--- config.mk ---
export PLATFORM = sky130hd
export DESIGN_NAME = pulse_transmitter_sequencer_flat
export DESIGN_NICKNAME = d
export VERILOG_FILES = /design/src/rtl/pulse_transmitter_sequencer_if.sv /design/src/rtl/pulse_transmitter_sequencer.sv /design/src/flat_wrapper.sv
export SDC_FILE = /design/constraint.sdc
export NUM_CORES = 1
export LEC_CHECK = 0
export BUFFER_PORTS_ARGS = -buffer_cell sky130_fd_sc_hd__buf_4
export CAP_MARGIN = 40
export CORE_ASPECT_RATIO = 0.75
export CORE_MARGIN = 10
export CORE_UTILIZATION = 30
export CTS_BUF_LIST = sky130_fd_sc_hd__clkbuf_16
export DETAILED_ROUTE_END_ITERATION = 10
export PLACE_DENSITY = 0.53
export SYNTH_ARGS = -nofsm -noshare
export SYNTH_HDL_FRONTEND = slang
export SYNTH_SLANG_ARGS = --single-unit
--- constraint.sdc ---
create_clock -name clk -period 3.1 [get_ports clk]
set_input_delay 0.31 -clock clk [delete_from_list [all_inputs] [get_ports clk]]
set_output_delay 0.31 -clock clk [all_outputs]
set_load 0.02 [all_outputs]
--- src/rtl/pulse_transmitter_sequencer_if.sv ---
// Host-side bus of the pulse transmitter sequencer: symbol memory write port,
// program control and the transmitter pin/status outputs.
interface pulse_transmitter_sequencer_if #(
  parameter int NUM_SYMBOLS     = 8,
  parameter int PRESCALER_WIDTH = 15,
  parameter int TIMER_WIDTH     = 8
);
  localparam int AW = $clog2(NUM_SYMBOLS);
  localparam int PW = $clog2(PRESCALER_WIDTH + 1);
  localparam int SW = 1 + PW + TIMER_WIDTH;

  logic          sym_wr_en;
  logic [AW-1:0] sym_wr_addr;
  logic [SW-1:0] sym_wr_data;
  logic [AW-1:0] sym_last;
  logic [7:0]    loop_count;
  logic          idle_level;
  logic          start;
  logic          stop;
  logic          pin_out;
  logic          busy;
  logic          done;
  logic [AW-1:0] sym_index;

  modport master (
    output sym_wr_en, sym_wr_addr, sym_wr_data, sym_last, loop_count,
           idle_level, start, stop,
    input  pin_out, busy, done, sym_index
  );

  modport slave (
    input  sym_wr_en, sym_wr_addr, sym_wr_data, sym_last, loop_count,
           idle_level, start, stop,
    output pin_out, busy, done, sym_index
  );
endinterface

--- src/rtl/pulse_transmitter_sequencer.sv ---
// Pulse transmitter sequencer: plays a programmed train of {level, prescaler,
// duration} symbols on one pin, timing each symbol with a countdown timer.

// Period timer: while enabled, raises a one-cycle tick after
// (duration << prescaler) + 1 enabled edges; clears whenever disabled.
module pulse_transmitter_countdown_timer #(
  parameter int PRESCALER_WIDTH = 15,
  parameter int TIMER_WIDTH     = 8,
  parameter int PW              = $clog2(PRESCALER_WIDTH + 1)
) (
  input  logic                   clk,
  input  logic                   rst_n,
  input  logic                   en,
  input  logic [PW-1:0]          prescaler,
  input  logic [TIMER_WIDTH-1:0] duration,
  output logic                   tick
);
  localparam int CW = TIMER_WIDTH + (1 << PW) - 1;

  logic [CW-1:0] r_cnt;
  logic          r_tick;
  logic [CW-1:0] w_limit;

  assign w_limit = CW'(duration) << prescaler;
  assign tick    = r_tick;

  // Count enabled cycles up to the scaled duration, then emit a single tick.
  always_ff @(posedge clk or negedge rst_n) begin
    if (!rst_n) begin
      r_cnt  <= '0;
      r_tick <= 1'b0;
    end else if (!en || r_tick) begin
      r_cnt  <= '0;
      r_tick <= 1'b0;
    end else if (r_cnt == w_limit) begin
      r_cnt  <= '0;
      r_tick <= 1'b1;
    end else begin
      r_cnt  <= r_cnt + 1'b1;
    end
  end
endmodule

module pulse_transmitter_sequencer #(
  parameter int NUM_SYMBOLS     = 8,
  parameter int PRESCALER_WIDTH = 15,
  parameter int TIMER_WIDTH     = 8
) (
  input  logic                          clk,
  input  logic                          sys_rst_n,
  pulse_transmitter_sequencer_if.slave  bus
);
  localparam int AW = $clog2(NUM_SYMBOLS);
  localparam int PW = $clog2(PRESCALER_WIDTH + 1);
  localparam int SW = 1 + PW + TIMER_WIDTH;
  localparam int TW = PW + TIMER_WIDTH;

  localparam logic [1:0] S_IDLE = 2'd0;
  localparam logic [1:0] S_LOAD = 2'd1;
  localparam logic [1:0] S_RUN  = 2'd2;

  logic [SW-1:0] r_mem [NUM_SYMBOLS];
  logic [1:0]    r_state;
  logic [AW-1:0] r_idx;
  logic [AW-1:0] r_last;
  logic [7:0]    r_loop;
  logic [TW-1:0] r_act;    // {prescaler, duration} of the symbol being played
  logic          r_pin;
  logic          r_busy;
  logic          r_done;

  logic [AW-1:0] w_next_idx;
  logic [SW-1:0] w_mem0;
  logic [SW-1:0] w_memn;
  logic          w_en;
  logic          w_tick;

  assign w_next_idx = r_idx + 1'b1;
  assign w_mem0     = r_mem[0];
  assign w_memn     = r_mem[w_next_idx];
  assign w_en       = (r_state == S_RUN);

  assign bus.pin_out   = r_pin;
  assign bus.busy      = r_busy;
  assign bus.done      = r_done;
  assign bus.sym_index = r_idx;

  pulse_transmitter_countdown_timer #(
    .PRESCALER_WIDTH (PRESCALER_WIDTH),
    .TIMER_WIDTH     (TIMER_WIDTH),
    .PW              (PW)
  ) u_timer (
    .clk       (clk),
    .rst_n     (sys_rst_n),
    .en        (w_en),
    .prescaler (r_act[TW-1 -: PW]),
    .duration  (r_act[TIMER_WIDTH-1:0]),
    .tick      (w_tick)
  );

  // Symbol memory: host writes land at the next edge; loads read the old word.
  always_ff @(posedge clk or negedge sys_rst_n) begin
    if (!sys_rst_n) begin
      for (int i = 0; i < NUM_SYMBOLS; i++) r_mem[i] <= '0;
    end else if (bus.sym_wr_en) begin
      r_mem[bus.sym_wr_addr] <= bus.sym_wr_data;
    end
  end

  // Program sequencer: IDLE -> LOAD (timer inputs settle) -> RUN (wait tick).
  always_ff @(posedge clk or negedge sys_rst_n) begin
    if (!sys_rst_n) begin
      r_state <= S_IDLE;
      r_idx   <= '0;
      r_last  <= '0;
      r_loop  <= '0;
      r_act   <= '0;
      r_pin   <= 1'b0;
      r_busy  <= 1'b0;
      r_done  <= 1'b0;
    end else begin
      r_done <= 1'b0;
      if (bus.stop && (r_state != S_IDLE)) begin
        // Abort: back to idle without a done pulse.
        r_state <= S_IDLE;
        r_pin   <= bus.idle_level;
        r_busy  <= 1'b0;
        r_idx   <= '0;
      end else begin
        case (r_state)
          S_IDLE: begin
            r_pin <= bus.idle_level;
            if (bus.start && !bus.stop) begin
              r_last  <= bus.sym_last;
              r_loop  <= bus.loop_count;
              r_idx   <= '0;
              r_act   <= w_mem0[TW-1:0];
              r_pin   <= w_mem0[SW-1];
              r_busy  <= 1'b1;
              r_state <= S_LOAD;
            end
          end
          S_LOAD: r_state <= S_RUN;
          S_RUN: begin
            if (w_tick) begin
              if (r_idx != r_last) begin
                r_idx   <= w_next_idx;
                r_act   <= w_memn[TW-1:0];
                r_pin   <= w_memn[SW-1];
                r_state <= S_LOAD;
              end else if (r_loop != 8'd0) begin
                r_loop  <= r_loop - 8'd1;
                r_idx   <= '0;
                r_act   <= w_mem0[TW-1:0];
                r_pin   <= w_mem0[SW-1];
                r_state <= S_LOAD;
              end else begin
                r_pin   <= bus.idle_level;
                r_busy  <= 1'b0;
                r_done  <= 1'b1;
                r_state <= S_IDLE;
              end
            end
          end
          default: r_state <= S_IDLE;
        endcase
      end
    end
  end
endmodule

--- src/flat_wrapper.sv ---
// flat-port wrapper written by rule: the top's interface ports become plain ports
module pulse_transmitter_sequencer_flat 
#(
  parameter int NUM_SYMBOLS     = 8,
  parameter int PRESCALER_WIDTH = 15,
  parameter int TIMER_WIDTH     = 8
)
  (clk, sys_rst_n, bus_sym_wr_en, bus_sym_wr_addr, bus_sym_wr_data, bus_sym_last, bus_loop_count, bus_idle_level, bus_start, bus_stop, bus_pin_out, bus_busy, bus_done, bus_sym_index);
  pulse_transmitter_sequencer_if #(.NUM_SYMBOLS(NUM_SYMBOLS), .PRESCALER_WIDTH(PRESCALER_WIDTH), .TIMER_WIDTH(TIMER_WIDTH)) bus_i ();
  input  logic clk;
  input  logic sys_rst_n;
  input wire logic [$bits(bus_i.sym_wr_en)-1:0] bus_sym_wr_en;
  input wire logic [$bits(bus_i.sym_wr_addr)-1:0] bus_sym_wr_addr;
  input wire logic [$bits(bus_i.sym_wr_data)-1:0] bus_sym_wr_data;
  input wire logic [$bits(bus_i.sym_last)-1:0] bus_sym_last;
  input wire logic [$bits(bus_i.loop_count)-1:0] bus_loop_count;
  input wire logic [$bits(bus_i.idle_level)-1:0] bus_idle_level;
  input wire logic [$bits(bus_i.start)-1:0] bus_start;
  input wire logic [$bits(bus_i.stop)-1:0] bus_stop;
  output wire logic [$bits(bus_i.pin_out)-1:0] bus_pin_out;
  output wire logic [$bits(bus_i.busy)-1:0] bus_busy;
  output wire logic [$bits(bus_i.done)-1:0] bus_done;
  output wire logic [$bits(bus_i.sym_index)-1:0] bus_sym_index;
  assign bus_i.sym_wr_en = bus_sym_wr_en;
  assign bus_i.sym_wr_addr = bus_sym_wr_addr;
  assign bus_i.sym_wr_data = bus_sym_wr_data;
  assign bus_i.sym_last = bus_sym_last;
  assign bus_i.loop_count = bus_loop_count;
  assign bus_i.idle_level = bus_idle_level;
  assign bus_i.start = bus_start;
  assign bus_i.stop = bus_stop;
  assign bus_pin_out = bus_i.pin_out;
  assign bus_busy = bus_i.busy;
  assign bus_done = bus_i.done;
  assign bus_sym_index = bus_i.sym_index;
  pulse_transmitter_sequencer #(.NUM_SYMBOLS(NUM_SYMBOLS), .PRESCALER_WIDTH(PRESCALER_WIDTH), .TIMER_WIDTH(TIMER_WIDTH)) u_core (.clk(clk), .sys_rst_n(sys_rst_n), .bus(bus_i));
endmodule
==> qor.yml <==
drt_first_pass_iters: 5
report.final.slew_viol_count: 0
cts_sinks: 159
grt_pass1_vias: 6199
hpwl_mm: 14.45
clock_path_buffers: 2
portBuffers: 38
synth_largest_area_cell: "dfrtp_1"
cp_data_required_time_ns: 3.42
drv_cap: 0
outcome: "finished, final reports clean"
p_switching_mw: 2.370
postCtsSetupRepairBufs: 0
synth-async-reset-ratio: 1.000
avgSynthCellArea_sq_um: 11.45
cp-start-kind: "register"
grt_remaining_overflow: 0
slowest_stage: "mux4_1"
cts_tree: "yes"
critPathMaxFanout: 24
synthFlopType: "dfrtp_1"
place_area_sq_mm: 0.009554
area_delta_synth_final_pct: 16.78
drc: 0
drive_gt1_frac: 0.3218
clockRootBuffer: "clkbuf_16"
period_share: 0.9204
p_int_mw: 4.746
cpPeakStageDelay_ns: 0.62
hold_viol_final: 0
whs_ns: 0.1007
combPwrFrac: 0.305
ios: 39
htreeDepth: 4
path_cells: "buf_12 > mux4_1 > nand3_1 > o21ai_0 > a221o_1 > or4_1 > nor4_4 > buf_12 > a2111oi_0"
min_path_type: "input port to register"
path_buf_inv: 2
coreArea_sq_mm: 0.02832
power_leakage_nw: 4.211
insertion_delay_ns: 0.44
syn_nets: 797
diodes: 0
setup_viol: 0
wirelength_mm: 21.48
routabilityCongestion: 0.8636
ys_types: 64
numCtsBuffers: 17
synthTopCellsByArea: "dfrtp_1 46%, mux2_2 15%, mux4_2 7.2%"
fin_area_sq_mm: 0.01016
yosysTopAreaCellShare: 0.4572
fin_nets: 835
worst_setup_path_end_kind: "register"
synthCells: 760
synth_enable_flop_cells: 0
track_usage: 0.1214
cpMostUsedCell: "buf_12"
seq_power_share: 0.388
grt_max_degree: 74
yosysMostFrequentCell: "dfrtp_1"
start_util: 0.3073
p_per_area_mw_per_mm2: 700.2
synth-seq-area-share: 0.4572
fin_worst_skew_ns: 0.01201
max_freq_mhz: 350.5
syn-cell-area_sq_mm: 0.008702
vias: 6156
switching_share: 0.3330
layout_min_cycle_time_ns: 2.853
cts.clk_slew.worst_paths_ns: 0.07
antenna_found_initial: 0
die_w_um: 216.7
tns_ns: 0
synth_common_cells: "159 x dfrtp_1, 114 x mux2_2, 70 x nand2_1"
max-slew-margin-rel: 0.5267
vdd_drop_max_mv: 0.3871
postSynthRegisterBits: 159
hold_buffers: 1
drt_first_iter_violations: 382
rsz0062_at_grt: "no"
wire_per_inst_um: 17.96
ant_nets: 0
routed_via_density: 5.147
arrival_ns: 3.17
die_h_um: 167.5
ys_warn_count: 0
dieArea_sq_mm: 0.03629
post_cts_resized: 0
p_clk_frac: 0.307
grt_pass1_wl_mm: 35.23
criticalPathCategory: "register to register"
crit_family: "simple AND/OR/NAND/NOR gates"
num_rows: 53
tightest_slew_ns: 0.7083
-- power groups by stage --
stage               Sequential, mW  Clock [mW]  Combinational [mW]
floorplan                     2.68           0                1.61
global placement              2.79           0                2.15
CTS                           2.75        2.26                2.18
global route                  2.81        2.32                2.40
detailed placement            2.79           0                2.17
finish                        2.76        2.18                2.17
-- per-stage QoR --
stage	power (mW)	instances	setup slack, ns	util
after CTS	7.192	1196	0.2641	0.3589
after global placement	4.941	1163	0.3160	0.3374
final	7.115	1196	0.2466	0.3589
after global routing	7.529	1196	0.08532	0.3589
after floorplan	4.288	760	0.4660	-
after detailed placement	4.958	1163	0.2702	0.3374
-- area by class of cell --
type	count	area (sq um)
inverter	13	48.80
timing repair buffer	71	589.3
multi-input combinational	536	4464
tap	385	481.7
clock inverter	15	172.7
clock buffer	17	425.4
sequential	159	3980
fill	2788	18150
-- sequential cells by signal, summed over array words and instances, names as in the netlist --
register	flops
u_core.r_mem	91
u_core.u_timer.r_cnt	23
u_core.w_mem0	13
u_core.r_act	12
u_core.r_loop	8
u_core.bus.sym_index	3
u_core.r_last	3
u_core.r_state	2
u_core.bus.busy	1
u_core.bus.done	1
u_core.bus.pin_out	1
u_core.u_timer.tick	1
-- worst register-to-register path, cell delays in order, from the launching register on --
cell and delay [ns]:
dfrtp_1 0.37, buf_12 0.18, mux4_1 0.63, nand3_1 0.14, o21ai_0 0.13, a221o_1 0.30, or4_1 0.45, nor4_4 0.21
buf_12 0.21, a2111oi_0 0.12
-- cells by family (layout without fill, tap and decap cells) --
kind of cell,after synthesis,count (layout),synth area share
simple gates,200,200,0.1206
mux,170,170,0.2597
flops,159,159,0.4572
compound gates,127,127,0.08757
buf+inv,65,116,0.03393
xor+xnor,35,35,0.03523
fa+ha+maj,4,4,0.005751
-- per-layer routing --
layer	vias to the layer above	track usage	wire [um]
li1	2881	-	-
met3	15	0.02683	1036
met1	3120	0.1822	11320
met2	140	0.1658	8859
met5	-	0	0
met4	0	0.04064	265
-- placed cells by master (no fill, tap or decap), types with 6 or more instances in the layout --
cell type,netlist,final
a31oi_1,7,7
and3_1,9,9
nor3_1,19,17
nand3_1,12,12
buf_4,3,65
nand2_1,70,70
o21ai_0,46,46
a21oi_1,39,39
mux2_2,114,114
nor4_1,10,10
inv_6,0,6
mux2i_1,24,24
nand4_1,7,7
xnor2_1,17,17
clkbuf_16,0,17
dfrtp_1,159,158
mux4_2,28,28
xor2_1,18,17
nor2_1,32,32
inv_1,11,11
-- path summary, 6_finish.rpt --
kind / start / depth (start not counted) / endpoint / slack, ns
worst max register to register: u_core.r_act[8]$_DFFE_PN0P_ / 9 / u_core.u_timer.r_cnt[7]$_DFF_PN0_ / 0.25
max in group asynchronous: sys_rst_n / 3 / u_core.r_mem[86]$_DFFE_PN0P_ / 1.84
min in group asynchronous: sys_rst_n / 2 / u_core.u_timer.r_cnt[10]$_DFF_PN0_ / 0.44
worst max-delay path: u_core.r_act[8]$_DFFE_PN0P_ / 9 / u_core.u_timer.r_cnt[7]$_DFF_PN0_ / 0.25
worst min-delay path: bus_sym_last[2] / 2 / u_core.r_last[2]$_DFFE_PN0P_ / 0.10
worst min register to register: u_core.r_mem[21]$_DFFE_PN0P_ / 1 / u_core.r_mem[21]$_DFFE_PN0P_ / 0.50
(Power assumes the default switching activity.)
